<file path="config.mk">
export PLATFORM = sky130hd
export DESIGN_NAME = batrider_cen_ctrl_flat
export DESIGN_NICKNAME = d
export VERILOG_FILES = /design/src/rtl/batrider_cen_pkg.sv /design/src/rtl/batrider_cen_ctrl_if.sv /design/src/rtl/batrider_cen_chan.sv /design/src/rtl/batrider_cen_ctrl.sv /design/src/flat_wrapper.sv
export SDC_FILE = /design/constraint.sdc
export NUM_CORES = 1
export LEC_CHECK = 0
export ABC_AREA = 1
export CAP_MARGIN = 20
export CORE_ASPECT_RATIO = 1.25
export CORE_MARGIN = 2
export CORE_UTILIZATION = 40
export CTS_CLUSTER_DIAMETER = 200
export DETAILED_ROUTE_END_ITERATION = 6
export HOLD_SLACK_MARGIN = 0.12
export PLACE_DENSITY_LB_ADDON = 0.25
export SETUP_SLACK_MARGIN = 0.02
export SLEW_MARGIN = 20
export SYNTH_ARGS = -nofsm -noshare
export SYNTH_HDL_FRONTEND = slang
export SYNTH_HIERARCHICAL = 1
export SYNTH_SLANG_ARGS = --single-unit
</file>
<file path="constraint.sdc">
create_clock -name CLK96 -period 3.4 [get_ports CLK96]
set_clock_uncertainty 0.1 [all_clocks]
set_input_delay 0.34 -clock CLK96 [delete_from_list [all_inputs] [get_ports CLK96]]
set_output_delay 0.34 -clock CLK96 [all_outputs]
set_load 0.05 [all_outputs]
</file>
<file path="src/rtl/batrider_cen_pkg.sv">
// Shared types and constants for the batrider fractional
// clock-enable controller.
package batrider_cen_pkg;

  localparam int CEN_NCH = 4;
  localparam int CEN_WC  = 17;
  localparam int CEN_CHW = $clog2(CEN_NCH);

  typedef logic [CEN_CHW-1:0] cen_ch_t;
  typedef logic [CEN_WC-1:0]  cen_val_t;

  typedef struct packed {
    cen_val_t n;
    cen_val_t m;
  } cen_cfg_t;

  // A ratio can only run when 0 < n <= m.
  function automatic logic cfg_valid(cen_cfg_t c);
    return (c.n != '0) && (c.m != '0) && (c.n <= c.m);
  endfunction

endpackage

</file>
<file path="src/rtl/batrider_cen_ctrl_if.sv">
// Config, control and enable-pulse bundle between the
// system side (master) and the CEN controller (slave).
interface batrider_cen_ctrl_if;
  import batrider_cen_pkg::*;

  logic                 CFG_WE;
  cen_ch_t              CFG_CH;
  cen_val_t             CFG_N;
  cen_val_t             CFG_M;
  logic [CEN_NCH-1:0]   CFG_BUSY;
  logic                 CFG_ERR;
  logic                 PAUSE;
  logic                 SYNC;
  logic [CEN_NCH-1:0]   CEN;
  logic [CEN_NCH-1:0]   CENB;

  modport master (
    output CFG_WE, CFG_CH, CFG_N, CFG_M,
    output PAUSE, SYNC,
    input  CFG_BUSY, CFG_ERR, CEN, CENB
  );

  modport slave (
    input  CFG_WE, CFG_CH, CFG_N, CFG_M,
    input  PAUSE, SYNC,
    output CFG_BUSY, CFG_ERR, CEN, CENB
  );

endinterface

</file>
<file path="src/rtl/batrider_cen_chan.sv">
// One fractional n/m enable channel: accumulator, half-phase
// flag, pending config slot and busy flag.
module batrider_cen_chan
  import batrider_cen_pkg::*;
(
  input  logic     clk,
  input  logic     rst_n,
  input  logic     wr_i,
  input  cen_cfg_t cfg_i,
  input  logic     pause_i,
  input  logic     sync_i,
  output logic     busy_o,
  output logic     cen_o,
  output logic     cenb_o
);

  cen_cfg_t cur_q, cur_d;
  cen_cfg_t pend_q, pend_d;
  cen_val_t cnt_q, cnt_d;
  logic     half_q, half_d;
  logic     busy_q, busy_d;
  logic     cen_q, cen_d;
  logic     cenb_q, cenb_d;

  logic [CEN_WC:0] sum;
  logic [CEN_WC:0] m_ext;
  logic [CEN_WC:0] m_half;
  logic            valid;

  assign sum    = {1'b0, cnt_q} + {1'b0, cur_q.n};
  assign m_ext  = {1'b0, cur_q.m};
  assign m_half = {2'b00, cur_q.m[CEN_WC-1:1]};
  assign valid  = cfg_valid(cur_q);

  // Accumulate, decide pulses, apply pending config, latch writes.
  always_comb begin
    cur_d  = cur_q;
    pend_d = pend_q;
    cnt_d  = cnt_q;
    half_d = half_q;
    busy_d = busy_q;
    cen_d  = 1'b0;
    cenb_d = 1'b0;
    if (sync_i) begin
      cnt_d  = '0;
      half_d = 1'b0;
      if (busy_q) begin
        cur_d  = pend_q;
        busy_d = 1'b0;
      end
    end else if (!pause_i) begin
      if (!valid) begin
        cnt_d  = '0;
        half_d = 1'b0;
        if (busy_q) begin
          cur_d  = pend_q;
          busy_d = 1'b0;
        end
      end else if (sum >= m_ext) begin
        cen_d  = 1'b1;
        cnt_d  = cnt_q + cur_q.n - cur_q.m;
        half_d = 1'b0;
        if (busy_q) begin
          cur_d  = pend_q;
          cnt_d  = '0;
          busy_d = 1'b0;
        end
      end else if (!half_q && sum >= m_half) begin
        cenb_d = 1'b1;
        cnt_d  = sum[CEN_WC-1:0];
        half_d = 1'b1;
      end else begin
        cnt_d  = sum[CEN_WC-1:0];
      end
    end
    // SYNC has just applied the old pending, so a
    // coincident write is always taken as the new one.
    if (wr_i && (!busy_q || sync_i)) begin
      pend_d = cfg_i;
      busy_d = 1'b1;
    end
  end

  // Channel state register.
  always_ff @(posedge clk or negedge rst_n) begin
    if (!rst_n) begin
      cur_q  <= '0;
      pend_q <= '0;
      cnt_q  <= '0;
      half_q <= 1'b0;
      busy_q <= 1'b0;
      cen_q  <= 1'b0;
      cenb_q <= 1'b0;
    end else begin
      cur_q  <= cur_d;
      pend_q <= pend_d;
      cnt_q  <= cnt_d;
      half_q <= half_d;
      busy_q <= busy_d;
      cen_q  <= cen_d;
      cenb_q <= cenb_d;
    end
  end

  assign busy_o = busy_q;
  assign cen_o  = cen_q;
  assign cenb_o = cenb_q;

endmodule

</file>
<file path="src/rtl/batrider_cen_ctrl.sv">
// Runtime-programmable bank of fractional CEN/CENB generators
// with write decode, reject pulse and PAUSE/SYNC fan-out.
module batrider_cen_ctrl
  import batrider_cen_pkg::*;
#(
  parameter int NCH = CEN_NCH,
  parameter int WC  = CEN_WC
) (
  input logic               CLK96,
  input logic               RESETn,
  batrider_cen_ctrl_if.slave bus
);

  logic [NCH-1:0] wr_w;
  logic [NCH-1:0] busy_w;
  logic [NCH-1:0] cen_w;
  logic [NCH-1:0] cenb_w;
  logic [WC-1:0]  wn_w;
  logic [WC-1:0]  wm_w;
  cen_cfg_t       cfg_w;
  logic           err_q, err_d;

  assign wn_w  = bus.CFG_N;
  assign wm_w  = bus.CFG_M;
  assign cfg_w = '{n: wn_w, m: wm_w};

  for (genvar i = 0; i < NCH; i++) begin : g_ch
    assign wr_w[i] = bus.CFG_WE &&
                     (bus.CFG_CH == cen_ch_t'(i));

    batrider_cen_chan u_chan (
      .clk     (CLK96),
      .rst_n   (RESETn),
      .wr_i    (wr_w[i]),
      .cfg_i   (cfg_w),
      .pause_i (bus.PAUSE),
      .sync_i  (bus.SYNC),
      .busy_o  (busy_w[i]),
      .cen_o   (cen_w[i]),
      .cenb_o  (cenb_w[i])
    );
  end

  // A write to a busy channel is rejected unless SYNC
  // frees the slot in the same cycle.
  always_comb begin
    err_d = bus.CFG_WE && busy_w[bus.CFG_CH] && !bus.SYNC;
  end

  // Registered one-cycle reject pulse.
  always_ff @(posedge CLK96 or negedge RESETn) begin
    if (!RESETn) begin
      err_q <= 1'b0;
    end else begin
      err_q <= err_d;
    end
  end

  assign bus.CFG_BUSY = busy_w;
  assign bus.CFG_ERR  = err_q;
  assign bus.CEN      = cen_w;
  assign bus.CENB     = cenb_w;

endmodule

</file>
<file path="src/flat_wrapper.sv">
// flat-port wrapper written by rule: the top's interface ports become plain ports
module batrider_cen_ctrl_flat import batrider_cen_pkg::*;
#(
  parameter int NCH = CEN_NCH,
  parameter int WC  = CEN_WC
)
  (CLK96, RESETn, bus_CFG_WE, bus_CFG_CH, bus_CFG_N, bus_CFG_M, bus_PAUSE, bus_SYNC, bus_CFG_BUSY, bus_CFG_ERR, bus_CEN, bus_CENB);
  batrider_cen_ctrl_if bus_i ();
  input logic CLK96;
  input logic RESETn;
  input wire logic [$bits(bus_i.CFG_WE)-1:0] bus_CFG_WE;
  input wire logic [$bits(bus_i.CFG_CH)-1:0] bus_CFG_CH;
  input wire logic [$bits(bus_i.CFG_N)-1:0] bus_CFG_N;
  input wire logic [$bits(bus_i.CFG_M)-1:0] bus_CFG_M;
  input wire logic [$bits(bus_i.PAUSE)-1:0] bus_PAUSE;
  input wire logic [$bits(bus_i.SYNC)-1:0] bus_SYNC;
  output wire logic [$bits(bus_i.CFG_BUSY)-1:0] bus_CFG_BUSY;
  output wire logic [$bits(bus_i.CFG_ERR)-1:0] bus_CFG_ERR;
  output wire logic [$bits(bus_i.CEN)-1:0] bus_CEN;
  output wire logic [$bits(bus_i.CENB)-1:0] bus_CENB;
  assign bus_i.CFG_WE = bus_CFG_WE;
  assign bus_i.CFG_CH = bus_CFG_CH;
  assign bus_i.CFG_N = bus_CFG_N;
  assign bus_i.CFG_M = bus_CFG_M;
  assign bus_i.PAUSE = bus_PAUSE;
  assign bus_i.SYNC = bus_SYNC;
  assign bus_CFG_BUSY = bus_i.CFG_BUSY;
  assign bus_CFG_ERR = bus_i.CFG_ERR;
  assign bus_CEN = bus_i.CEN;
  assign bus_CENB = bus_i.CENB;
  batrider_cen_ctrl #(.NCH(NCH), .WC(WC)) u_core (.CLK96(CLK96), .RESETn(RESETn), .bus(bus_i));
endmodule
</file>
==> impl_metrics.csv <==
group,metric,value,unit
worst_setup_path,crit_required,3760,ps
logic_synthesis,yosysMostFrequentCell,"nand2_1",
place,place_inst,4989,
layout,multi_input_area,20900,µm²
timing,rsz0062_at_grt,"true",
run,cap_violations,0,
grt,gr-total-overflow,0,
routing,drc_errors,0,
timing,finalSetupViolCount,200,
worst_setup_path,rr_worst_depth,24,
worst_setup_path,max_stage_delay,380,ps
grt,gr-usage-met1,0.328,
worst_setup_path,cp_slowest_cell,"fa_2",
grt,met3_usage,0.0288,
grt,antenna_found_initial,2,
floorplanning,die_area,76000,µm²
logic_synthesis,synth_edf_count,0,
place,place_hpwl,79.4,mm
clock_network,cts_root_buf,"clkbuf_16",
grt,grt_start_max_net_pins,92,
routing,ant_nets,0,
layout,synthToLayoutAreaGrowth,35.4,%
logic_synthesis,ys.flop_type,"dfrtp_1",
worst_setup_path,crit_path_max_fanout,5,
worst_setup_path,rr_startpoint,"u_core/g_ch[3].u_chan/cur_q[17]",
floorplanning,core_area,73200,µm²
worst_setup_path,worstSetupPathType,"reg2reg",
logic_synthesis,syn_inst,3708,
logic_synthesis,syn_nets,4153,
clock_network,clkSlewWorstSetupHoldPaths,60,ps
floorplanning,initial_core_util,0.403,
worst_setup_path,crit_start,"u_core/g_ch[3].u_chan/cur_q[17]",
routing,avgRoutedWirePerCell,20.7,µm
grt,grt_pass1_wl,162,mm
logic_synthesis,ys_ff_latch,357,
timing,hold_viol_final,0,
grt,top_usage_layer,"met2",
worst_setup_path,crit_arrival,4030,ps
place,dp_slack,-359,ps
grt,grt_pass1_vias,28100,
timing,period_share,1.08,
logic_synthesis,async_reset_ff_frac,1.00,
timing,finalMaxSlewViolations,0,
timing,tightest_slew,1090,ps
timing,fin_crit,3670,ps
place,port_buffers,53,
logic_synthesis,yosysWarningCount,6,
layout,nFillCells,6508,
layout,nets,4649,
layout,register_area,8950,µm²
clock_network,htreeDepth,2,
routing,drt_iter0_markers,1937,
timing,fin_ws,-273,ps
layout,drive_above_1_share,0.316,
routing,routed_wl,107,mm
routing,dr.pass1.iters,7,
floorplanning,die_h,308,µm
status,status,"finished, violations left",
clock_network,clk_latency,580,ps
timing,max_freq,272,MHz
routing,avgViaCountPerCell,5.39,
logic_synthesis,syn-cell-area,29500,µm²
logic_synthesis,ys_top_cells_by_area,"dfrtp_1, ha_1, nand2_1",
clock_network,cts_tree,"built",
clock_network,numCtsBuffers,39,
clock_network,cts_buffer_depth,3,
place,gp_routability_congestion,0.940,
logic_synthesis,synth_top_area_frac,0.303,
status,violations,"negative setup slack",
floorplanning,die_w,247,µm
hold_path,hold_class,"in2async",
layout,layout.cells.non_filler,5194,
floorplanning,pin_count,54,
timing,tns,-29520,ps
logic_synthesis,synth.yosys.seq_area_share,0.303,
logic_synthesis,synth_top_area_cell,"dfrtp_1",
logic_synthesis,yosysUniqueCellTypes,62,
timing,relSlewSlack,0.270,
routing,vias,28000,
grt,gr-usage-all-layers,0.277,
worst_setup_path,cp-start-kind,"flop",
worst_setup_path,cp-end-kind,"flop",
logic_synthesis,synth.avg_cell_area,7.96,µm²
clock_network,clock_sinks,357,
logic_synthesis,synth_common_cells,"nand2_1, inv_1, dfrtp_1, ha_1, nand3_1",
floorplanning,row_count,111,
layout,n_antenna_cell,0,
layout,utilization,0.546,
grt,met2_usage,0.493,
worst_setup_path,cp_cell_sequence,"ha_2, inv_2, fa_2, o21ai_4, nand2_2, nand2_2, nand2_2, o21bai_1, nor2_1, nor2_2, inv_2, ha_4, nand2_4, nor2_4, nand4_1, nor2_2, a211oi_2, nand2_1, nand2_4, nand3_4, nand3_4, buf_16, nand2_1, nand2_1",
==> sequential cells by signal, summed over array words and instances, names as in the netlist <==
register                   cells
u_core/g_ch.u_chan/cur_q     136
u_core/g_ch.u_chan/pend_q    136
u_core/g_ch.u_chan/cnt_q      68
u_core/g_ch.u_chan/busy_o      4
u_core/g_ch.u_chan/cen_o       4
u_core/g_ch.u_chan/cenb_o      4
u_core/g_ch.u_chan/half_q      4
u_core/bus.CFG_ERR             1
==> critical path, delay by kind of cell (launching register included) <==
kind | cells | cell delay (ps)
and+or+nand+nor | 15 | 1470
AOI/OAI and AO/OA | 3 | 410
DFF | 1 | 370
buffers and inverters | 3 | 340
adders and majority gates | 3 | 840
==> layout make-up <==
class,instances,share of cell area
multi-input combinational,2687,0.523
sequential,357,0.224
timing repair buffer,551,0.136
inverter,568,0.0536
tap,960,0.0300
clock buffer,51,0.0271
clock inverter,20,0.00623
==> worst paths after layout <==
kind | slack, ps | end
worst max register to register | -270 | u_core/g_ch[3].u_chan/cur_q[19]
worst min-delay path | 280 | u_core/g_ch[3].u_chan/cen_o
worst min register to register | 350 | u_core/g_ch[1].u_chan/cenb_o
worst max-delay path | -270 | u_core/g_ch[3].u_chan/cur_q[19]
max in group asynchronous | 1960 | u_core/g_ch[2].u_chan/cur_q[24]
min in group CLK96 | 350 | u_core/g_ch[1].u_chan/cenb_o
==> what timing repair did <==
item / in CTS / in global routing
gates cloned: 33 / 7
buffers inserted: 79 / 36
pin swaps: 143 / 211
gates resized for setup: 387 / 388
hold buffers: 1 / 0
endpoints found under the hold margin: 80 / 0
endpoints found under the setup margin: 220 / 220
==> per-layer routing <==
metal / share of wire / vias to the layer above
li1: - / 13300
met1: 0.39 / 13600
met2: 0.50 / 821
met3: 0.041 / 301
met4: 0.060 / 0
met5: 0 / -
==> placed cells by master, fill, tap and decap left out, types with 18 or more instances in the layout <==
master	instances
o21bai_1	18
mux2_2	136
buf_6	58
nand3_4	22
buf_16	26
nor2_1	166
a21oi_2	28
nand3b_1	20
ha_4	54
nor2_2	22
nand2_2	148
or2_2	19
clkdlybuf4s50_1	52
o21ai_1	31
nand3_1	164
buf_12	22
clkbuf_16	45
fa_1	64
nand2_1	644
xnor2_1	26
xor2_2	19
dfrtp_1	341
nor3_1	37
inv_1	535
a21oi_1	148
xor2_1	35
nand4_1	221
nand3_2	92
buf_4	378
inv_2	28
o21ai_2	20
o21ai_0	58
ha_1	275
nand2_4	83
==> metrics by stage <==
step                instance area, µm²  hold WS (ps)
floorplan                        29500         -55.6
global placement                 33700           321
detailed placement               33700           338
CTS                              37900           339
global route                     40000           341
finish                           40000           280
==> logic make-up after synthesis <==
family	count (synthesis)	synth area share
xor+xnor	85	0.0252
mux	136	0.0519
compound gates	374	0.0716
flops	357	0.303
buf+inv	670	0.0937
simple gates	1682	0.267
fa+ha+maj	404	0.188
Power is left out: the tool's default activity adds up to more than one toggle a clock period on the data nets, which glitch-free logic cannot reach.
